File: config.mk
export PLATFORM = sky130hd
export DESIGN_NAME = seri_carpici_flat
export DESIGN_NICKNAME = d
export VERILOG_FILES = /design/src/rtl/seri_carpici_if.sv /design/src/rtl/seri_carpici.sv /design/src/flat_wrapper.sv
export SDC_FILE = /design/constraint.sdc
export NUM_CORES = 1
export LEC_CHECK = 0
export BUFFER_PORTS_ARGS = -buffer_cell sky130_fd_sc_hd__buf_2
export CORE_MARGIN = 3
export CORE_UTILIZATION = 60
export CTS_CLUSTER_SIZE = 28
export DETAILED_ROUTE_END_ITERATION = 10
export PLACE_DENSITY = 0.9
export SYNTH_ARGS = -nofsm -noshare
export SYNTH_HDL_FRONTEND = slang
export SYNTH_SLANG_ARGS = --single-unit
File: constraint.sdc
create_clock -name clk -period 2.1 [get_ports clk]
set_input_delay 0.105 -clock clk [delete_from_list [all_inputs] [get_ports clk]]
set_output_delay 0.105 -clock clk [all_outputs]
set_load 0.01 [all_outputs]
File: src/rtl/seri_carpici_if.sv
// Serial link bundle for seri_carpici: receive line, transmit line and status.
interface seri_carpici_if;
    logic rx;
    logic tx;
    logic busy;
    logic done;

    // Link driver / observer side.
    modport master (output rx, input tx, input busy, input done);
    // Multiplier side.
    modport slave  (input rx, output tx, output busy, output done);
endinterface

File: src/rtl/seri_carpici.sv
// seri_carpici: bit-serial framed multiplier.
// It receives a start bit and then operands A and B, LSB first.
// It multiplies them with a shift-add engine, one multiplier bit per cycle.
// It then transmits a start bit followed by the 2*WIDTH-bit product, LSB first.
module seri_carpici #(
    parameter int WIDTH  = 3,
    parameter bit SIGNED = 1'b0
) (
    input logic            clk,
    input logic            rst,
    seri_carpici_if.slave  bus
);
    localparam int PW = 2 * WIDTH;
    localparam int CW = $clog2(PW + 2);

    typedef enum logic [1:0] {
        ST_IDLE = 2'b00,
        ST_RECV = 2'b01,
        ST_MUL  = 2'b10,
        ST_SEND = 2'b11
    } state_t;

    state_t          r_state;
    state_t          w_state_next;
    logic [CW-1:0]   r_cnt;
    logic [PW-2:0]   r_op;       // operand bits collected so far, oldest at bit 0
    logic [PW-1:0]   r_acc;
    logic [PW-1:0]   r_mcand;
    logic [WIDTH-1:0] r_mplier;
    logic            r_neg;
    logic [PW:0]     r_sh;       // start bit at [0], product above it
    logic            r_tx;
    logic            r_busy;
    logic            r_done;

    logic [PW-1:0]    w_op_full;
    logic [WIDTH-1:0] w_a;
    logic [WIDTH-1:0] w_b;
    logic             w_a_neg;
    logic             w_b_neg;
    logic [WIDTH-1:0] w_a_mag;
    logic [WIDTH-1:0] w_b_mag;
    logic [PW-1:0]    w_addend;
    logic [PW-1:0]    w_acc_sum;
    logic [PW-1:0]    w_prod;
    logic             w_last_rx;
    logic             w_last_mul;
    logic             w_last_send;

    assign w_last_rx   = (r_cnt == CW'(PW - 1));
    assign w_last_mul  = (r_cnt == CW'(WIDTH - 1));
    assign w_last_send = (r_cnt == CW'(PW + 1));

    // Operand decode on the final receive edge; sign handling and the shift-add step.
    always_comb begin
        w_op_full = {bus.rx, r_op};
        w_a       = w_op_full[WIDTH-1:0];
        w_b       = w_op_full[PW-1:WIDTH];
        w_a_neg   = SIGNED && w_a[WIDTH-1];
        w_b_neg   = SIGNED && w_b[WIDTH-1];
        // The most negative value maps onto its own bit pattern, which is the correct unsigned magnitude.
        w_a_mag   = w_a_neg ? (~w_a + WIDTH'(1)) : w_a;
        w_b_mag   = w_b_neg ? (~w_b + WIDTH'(1)) : w_b;
        w_addend  = r_mplier[0] ? r_mcand : {PW{1'b0}};
        w_acc_sum = r_acc + w_addend;
        w_prod    = r_neg ? (~w_acc_sum + PW'(1)) : w_acc_sum;
    end

    // Next-state selection for the receive/multiply/send sequence.
    always_comb begin
        w_state_next = r_state;
        case (r_state)
            ST_IDLE: begin
                if (bus.rx) w_state_next = ST_RECV;
                else        w_state_next = ST_IDLE;
            end
            ST_RECV: begin
                if (w_last_rx) w_state_next = ST_MUL;
                else           w_state_next = ST_RECV;
            end
            ST_MUL: begin
                if (w_last_mul) w_state_next = ST_SEND;
                else            w_state_next = ST_MUL;
            end
            ST_SEND: begin
                if (w_last_send) w_state_next = ST_IDLE;
                else             w_state_next = ST_SEND;
            end
            default: w_state_next = ST_IDLE;
        endcase
    end

    // State register and the busy flag registered from the next state.
    always_ff @(posedge clk) begin
        if (rst) begin
            r_state <= ST_IDLE;
            r_busy  <= 1'b0;
        end else begin
            r_state <= w_state_next;
            r_busy  <= (w_state_next != ST_IDLE);
        end
    end

    // Datapath: operand capture, shift-add multiply, and serial product output.
    always_ff @(posedge clk) begin
        if (rst) begin
            r_cnt    <= '0;
            r_op     <= '0;
            r_acc    <= '0;
            r_mcand  <= '0;
            r_mplier <= '0;
            r_neg    <= 1'b0;
            r_sh     <= '0;
            r_tx     <= 1'b0;
            r_done   <= 1'b0;
        end else begin
            r_tx   <= 1'b0;
            r_done <= 1'b0;
            case (r_state)
                ST_IDLE: begin
                    r_cnt <= '0;
                end
                ST_RECV: begin
                    r_op <= w_op_full[PW-1:1];
                    if (w_last_rx) begin
                        r_cnt    <= '0;
                        r_acc    <= '0;
                        r_mcand  <= {{WIDTH{1'b0}}, w_a_mag};
                        r_mplier <= w_b_mag;
                        r_neg    <= w_a_neg ^ w_b_neg;
                    end else begin
                        r_cnt <= r_cnt + CW'(1);
                    end
                end
                ST_MUL: begin
                    r_acc    <= w_acc_sum;
                    r_mcand  <= r_mcand << 1;
                    r_mplier <= r_mplier >> 1;
                    if (w_last_mul) begin
                        r_cnt <= '0;
                        r_sh  <= {w_prod, 1'b1};
                    end else begin
                        r_cnt <= r_cnt + CW'(1);
                    end
                end
                ST_SEND: begin
                    r_sh <= {1'b0, r_sh[PW:1]};
                    if (w_last_send) begin
                        r_cnt  <= '0;
                        r_tx   <= 1'b0;
                        r_done <= 1'b1;
                    end else begin
                        r_cnt <= r_cnt + CW'(1);
                        r_tx  <= r_sh[0];
                    end
                end
                default: begin
                    r_cnt <= '0;
                end
            endcase
        end
    end

    assign bus.tx   = r_tx;
    assign bus.busy = r_busy;
    assign bus.done = r_done;
endmodule

File: src/flat_wrapper.sv
// flat-port wrapper written by rule: the top's interface ports become plain ports
module seri_carpici_flat 
#(
    parameter int WIDTH  = 3,
    parameter bit SIGNED = 1'b0
)
  (clk, rst, bus_rx, bus_tx, bus_busy, bus_done);
  seri_carpici_if bus_i ();
  input logic clk;
  input logic rst;
  input wire logic [$bits(bus_i.rx)-1:0] bus_rx;
  output wire logic [$bits(bus_i.tx)-1:0] bus_tx;
  output wire logic [$bits(bus_i.busy)-1:0] bus_busy;
  output wire logic [$bits(bus_i.done)-1:0] bus_done;
  assign bus_i.rx = bus_rx;
  assign bus_tx = bus_i.tx;
  assign bus_busy = bus_i.busy;
  assign bus_done = bus_i.done;
  seri_carpici #(.WIDTH(WIDTH), .SIGNED(SIGNED)) u_core (.clk(clk), .rst(rst), .bus(bus_i));
endmodule
==> results.cfg, run 1 <==
[sta]
report.final.setup_viol = 0
hold_viol_final = 0
setup_ws_ns = 0.1542
tightest_slew_ns = 0.6200
drv_slew = 0
rsz0062_at_grt = no
fmax_mhz = 513.9
finalClockSkew_ns = 0.008874
period_needed_ns = 1.946
fin_setup_tns_ns = 0
maxSlewHeadroom = 0.5867
post-route-period-util = 0.9266

[cells_and_area]
drive_gt1_frac = 0.1073
insertedDiodeCount = 0
final_util = 0.7024
syn2layout_area_growth_pct = 6.833
nNetsFinal = 217
num-fill-cells = 177
final_cell_area_um2 = 1819

[power]
power.total_mw = 1.226
leakagePower_nw = 0.6935
cellPowerDensity_nw_per_um2 = 673.7
irDropWorstVdd_uv = 848.9

[synthesis]
yosysSeqAreaShare = 0.4115
yosys.area.top_type = dfxtp_1
synth_top_area_share = 0.4115
synth.net_count = 213
ys_top_cells_by_count = 35 x dfxtp_1, 35 x nand2_1, 22 x a21oi_1, 12 x nor2_1, 10 x nand3_1
synth_area_leaders = dfxtp_1 41%, nand2_1 7.7%, ha_1 6.6%, a21oi_1 6.5%, a311oi_1 3.1%
syn_area_per_cell_um2 = 8.514
postSynth.asyncResetShare = 0
synth_cell_types = 41
ys_ff_latch = 35
synthCells = 200
synth-edff-count = 0
yosys_most_used_dff = dfxtp_1
netlist_area_um2 = 1703
yosysWarnings = 0

[global_routing]
grt_usage = 0.2368
first_global_vias = 1397
grt_overflow = 0
grt_pass1_wl_mm = 6.210
antenna_found_initial = 0
grt_max_degree = 40

[cts]
cts_max_path_buffers = 2
clk_pin_slew_worst_paths_ns = 0.11
cts-buffers-inserted = 5
htreeDepth = 2
cts_tree = built
root_buffer = clkbuf_4
clkLatencyLatePin_ns = 0.34
cts_sinks = 35

[flow_run]
cap_violations = 0

[detailed_routing]
ant_nets = 0
drc = 0
num_vias = 1475
wl_per_cell_um = 15.29
routed_wl_mm = 3.593
vias_per_cell = 6.277
dr.first_iter.drc_count = 72
first_pass_iters = 5

[place]
post-place-ws_ns = 0.1345
portBuffers = 5
dpl_cell_area_um2 = 1729
gp_congestion = 0.7937
dp_hpwl_mm = 2.538

[worst_setup_path]
path_max_fanout = 7
required_ns = 2.31
slowest_stage = fa_1
start_kind = register
crit_chain = and2_1 > ha_1 > fa_1 > a21o_1 > a21oi_2 > xor2_1 > o22ai_1
cp.arrival_ns = 2.15
cpPeakStageDelay_ns = 0.42
crit_type = register to register
cp-end-kind = register

[floorplan]
core_region_area_um2 = 2590
row_count = 18
ios = 6
die_h_um = 59.28
start_util = 0.6575
die_x_um = 59.28
dieArea_um2 = 3514

[worst_hold_path]
hold_class = input pin to register

[run_status]
status = complete, no violations
critical path, delay by kind of cell (launching register included):
family                     cells  cell delay, ns
DFF                            1            0.37
adders and majority gates      2            0.63
xor gates and xnor gates       1            0.17
AOI/OAI and AO/OA              3            0.47
and+or+nand+nor                1            0.18
metal layers:
| layer | vias up | part of all wire | track usage |
|---|---|---|---|
| met5 | - | 0 | 0 |
| met4 | 0 | 0.019 | 0.1230 |
| met3 | 9 | 0.043 | 0.06318 |
| met2 | 40 | 0.54 | 0.4072 |
| met1 | 711 | 0.40 | 0.2650 |
| li1 | 715 | - | - |
report_power, final:
| group | total (mW) | switching [mW] | internal (mW) |
|---|---|---|---|
| clock network | 0.501 | 0.220 | 0.281 |
| registers | 0.678 | 0.00881 | 0.670 |
| logic | 0.0460 | 0.0281 | 0.0179 |
final timing paths:
path / endpoint / from / slack (ns) / cells after the start
min reg2reg: u_core.r_mcand[0] / u_core.r_op[0] / 0.46 / 2
max reg2reg: u_core.r_sh[5] / u_core.r_mplier[0] / 0.15 / 7
max: u_core.r_sh[5] / u_core.r_mplier[0] / 0.15 / 7
min: u_core.r_mplier[2] / bus_rx / 0.03 / 3
through the flow:
| step | hold slack [ns] | std cells |
|---|---|---|
| floorplan | 0.2410 | 200 |
| global placement | 0.3830 | 227 |
| detailed placement | 0.3896 | 227 |
| CTS | 0.01929 | 235 |
| global route | 0.04100 | 235 |
| finish | 0.03129 | 235 |
state kept, by name (all words and copies together), names as in the netlist:
register         count
u_core.bus.busy      1
u_core.bus.done      1
u_core.bus.tx        1
u_core.r_acc         6
u_core.r_cnt         3
u_core.r_mcand       6
u_core.r_mplier      3
u_core.r_op          5
u_core.r_sh          7
u_core.r_state       2
final cells by class:
cell class	count	area [µm²]	area share
multi-input cells	150	932.1	0.5124
flip-flops and latches	35	700.7	0.3851
clock buffers	6	51.30	0.02820
repair buffers	8	47.55	0.02613
well taps	30	37.54	0.02063
clock inverters	2	35.03	0.01926
inverters	4	15.01	0.008253
placed cells by master (no fill, tap or decap), types with 2 or more instances in the layout:
cell       n
nor2_1    12
or4_1      2
o31ai_1    2
o21ai_0    2
nor2b_1    4
dfxtp_1   35
ha_1       9
nand4b_1   5
nand3b_1   2
buf_4      3
nand3_1   10
and2_1     5
a21o_1     3
o22ai_1    3
buf_2      5
clkbuf_4   5
nand2_1   35
or3_1      2
xor2_1     4
inv_1      4
a22oi_1    2
a21oi_1   21
a311oi_1   6
nand2b_1   3
cells by family after synthesis:
| kind of cell | count (synthesis) | share of synthesized area |
|---|---|---|
| AND/OR/NAND/NOR | 89 | 0.2689 |
| AO/OA/AOI/OAI | 47 | 0.1778 |
| flip-flops | 35 | 0.4115 |
| buffers and inverters | 15 | 0.04335 |
| adder cells (fa/ha/maj) | 10 | 0.07789 |
| XOR/XNOR | 4 | 0.02057 |
repair_timing:
action,in CTS,in global routing
setup buffers,0,0
hold buffers,0,0
setup endpoints to repair,0,1
resized for setup,0,1
(Power assumes the default switching activity.)
==> run 2, diff against run 1 <==
--- a/config.mk
+++ b/config.mk
@@ -5,6 +5,7 @@
 export SDC_FILE = /design/constraint.sdc
 export NUM_CORES = 1
 export LEC_CHECK = 0
+export ABC_AREA = 1
 export BUFFER_PORTS_ARGS = -buffer_cell sky130_fd_sc_hd__buf_2
 export CORE_MARGIN = 3
 export CORE_UTILIZATION = 60
==> results.cfg, run 2 <==
[global_routing]
grt_overflow = 0
first_global_vias = 1308
grt_pass1_wl_mm = 5.506
antenna_found_initial = 0
grt_usage = 0.2079
grt_max_degree = 19

[synthesis]
postSynth.asyncResetShare = 0
synth.net_count = 242
ys_ff_latch = 35
synthCells = 229
yosysWarnings = 0
synth-edff-count = 0
ys_top_cells_by_count = 63 x nand2_1, 35 x dfxtp_1, 23 x inv_1, 17 x a21oi_1, 14 x nand3_1
synth_top_area_share = 0.4170
syn_area_per_cell_um2 = 7.338
yosysSeqAreaShare = 0.4170
synth_area_leaders = dfxtp_1 42%, nand2_1 14%, ha_1 6.7%, inv_1 5.1%, a21oi_1 5.1%
yosys.area.top_type = dfxtp_1
netlist_area_um2 = 1680
yosysMostFrequentCell = nand2_1
yosys_most_used_dff = dfxtp_1
synth_cell_types = 29

[power]
power.total_mw = 1.086
cellPowerDensity_nw_per_um2 = 614.2
leakagePower_nw = 0.8047
irDropWorstVdd_uv = 522.1

[cts]
clk_pin_slew_worst_paths_ns = 0.10
cts_tree = built
cts_max_path_buffers = 2
clkLatencyLatePin_ns = 0.34
cts_sinks = 35
cts_resized = 0
root_buffer = clkbuf_4
cts-buffers-inserted = 5
htreeDepth = 2
hold_buffers = 0
cts_setup_buffers = 0

[place]
dp_hpwl_mm = 2.216
gp_congestion = 0.8782
portBuffers = 5
post-place-ws_ns = 0.3106

[floorplan]
row_count = 18
ios = 6
core_region_area_um2 = 2567
dieArea_um2 = 3472
die_x_um = 58.92
start_util = 0.6545
die_h_um = 58.92

[detailed_routing]
vias_per_cell = 5.320
dr.max_layer_used = met4
wl_per_cell_um = 11.53
routed-wl-met3_um = 119
drt-met1-wl_mm = 1.473
first_pass_iters = 4
routed_wl_mm = 3.066
ant_nets = 0
drc = 0
dr.first_iter.drc_count = 54
num_vias = 1415
dr_wl_met2_mm = 1.419

[worst_setup_path]
cp_num_buf_inv = 1
start_kind = register
required_ns = 2.32
cpPeakStageDelay_ns = 0.41
path_max_fanout = 8
slowest_stage = fa_1
cp.arrival_ns = 2.02
cp-end-kind = register
crit_type = register to register
crit_chain = nand2_1 > inv_1 > ha_1 > fa_1 > nand3_1 > nand2_1 > or2_2 > nand3_1 > a21oi_1
cpLargestDelayFamily = adder cells

[sta]
report.final.setup_viol = 0
fin_setup_tns_ns = 0
period_needed_ns = 1.800
setup_ws_ns = 0.3001
fmax_mhz = 555.6
drv_slew = 0
maxSlewHeadroom = 0.7036
tightest_slew_ns = 0.4441
finalClockSkew_ns = 0.008774
hold_viol_final = 0
post-route-period-util = 0.8571
rsz0062_at_grt = no

[cells_and_area]
largestRegisters = u_core.r_sh x7, u_core.r_acc x6, u_core.r_mcand x6
largest_reg_flops = 7
final_cell_mix = 63 x nand2_1, 35 x dfxtp_1, 23 x inv_1
nNetsFinal = 248
syn2layout_area_growth_pct = 5.212
num-fill-cells = 223
largest-register = u_core.r_sh
drive_gt1_frac = 0.1102
insertedDiodeCount = 0
final_common_cell = nand2_1

[flow_run]
cap_violations = 0

[run_status]
status = complete, no violations

[worst_hold_path]
hold_class = input pin to register
-- run 2: cell count changes after synthesis, sizes merged, moves of 4 or more --
cell	previous run	this run
a21oi	22	18
a311oi	6	0
a31oi	0	7
and2	5	1
inv	4	30
nand2	36	64
nand2b	4	0
nand4b	5	0
nor2b	4	0
o21ai	3	17
xor2	4	0
-- run 2: worst paths after layout --
check	from	to	slack (ns)	cells past startpoint
worst max-delay path	u_core.r_mplier[0]	u_core.r_sh[5]	0.30	9
worst min-delay path	bus_rx	u_core.r_op[4]	0.03	3
worst max register to register	u_core.r_mplier[0]	u_core.r_sh[5]	0.30	9
worst min register to register	u_core.r_sh[0]	u_core.bus.tx	0.45	2
-- run 2: cell families after synthesis --
logic type                 synth area share
buffers and inverters               0.09308
DFF                                  0.4170
and+or+nand+nor                      0.2524
adders and majority gates           0.07893
xor gates and xnor gates           0.005213
AOI/OAI and AO/OA                    0.1534
-- run 2: tightest hold or removal path, stage by stage --
cell and delay [ns]:
buf_2 0.10, nor2_1 0.04, nor2_1 0.08
-- run 2: cell type report --
cell class,instances,area (µm²),area share
clock inverters,2,12.51,0.007077
clock buffers,6,41.29,0.02335
multi-input cells,155,823.3,0.4657
inverters,32,120.1,0.06794
flip-flops and latches,35,700.7,0.3963
well taps,30,37.54,0.02123
repair buffers,6,32.53,0.01840
-- run 2: layer usage --
layer / global-route usage / vias up
met1: 0.2722 / 626
met3: 0.05263 / 7
met5: 0 / -
met4: 0.08414 / 0
li1: - / 755
met2: 0.3265 / 27
-- run 2: stage by stage --
step / std cells / hold slack (ns) / utilization / cell area, µm²
floorplan: 229 / 0.2399 / - / 1680
global placement: 258 / 0.3721 / 0.6676 / 1714
detailed placement: 258 / 0.3702 / 0.6676 / 1714
CTS: 266 / 0.01674 / 0.6886 / 1768
global route: 266 / 0.02371 / 0.6886 / 1768
finish: 266 / 0.03132 / 0.6886 / 1768
-- run 2: where the power goes --
group | switching, mW | total [mW] | internal, mW
combinational | 0.0336 | 0.0508 | 0.0173
sequential | 0.00867 | 0.685 | 0.676
clock | 0.221 | 0.350 | 0.129
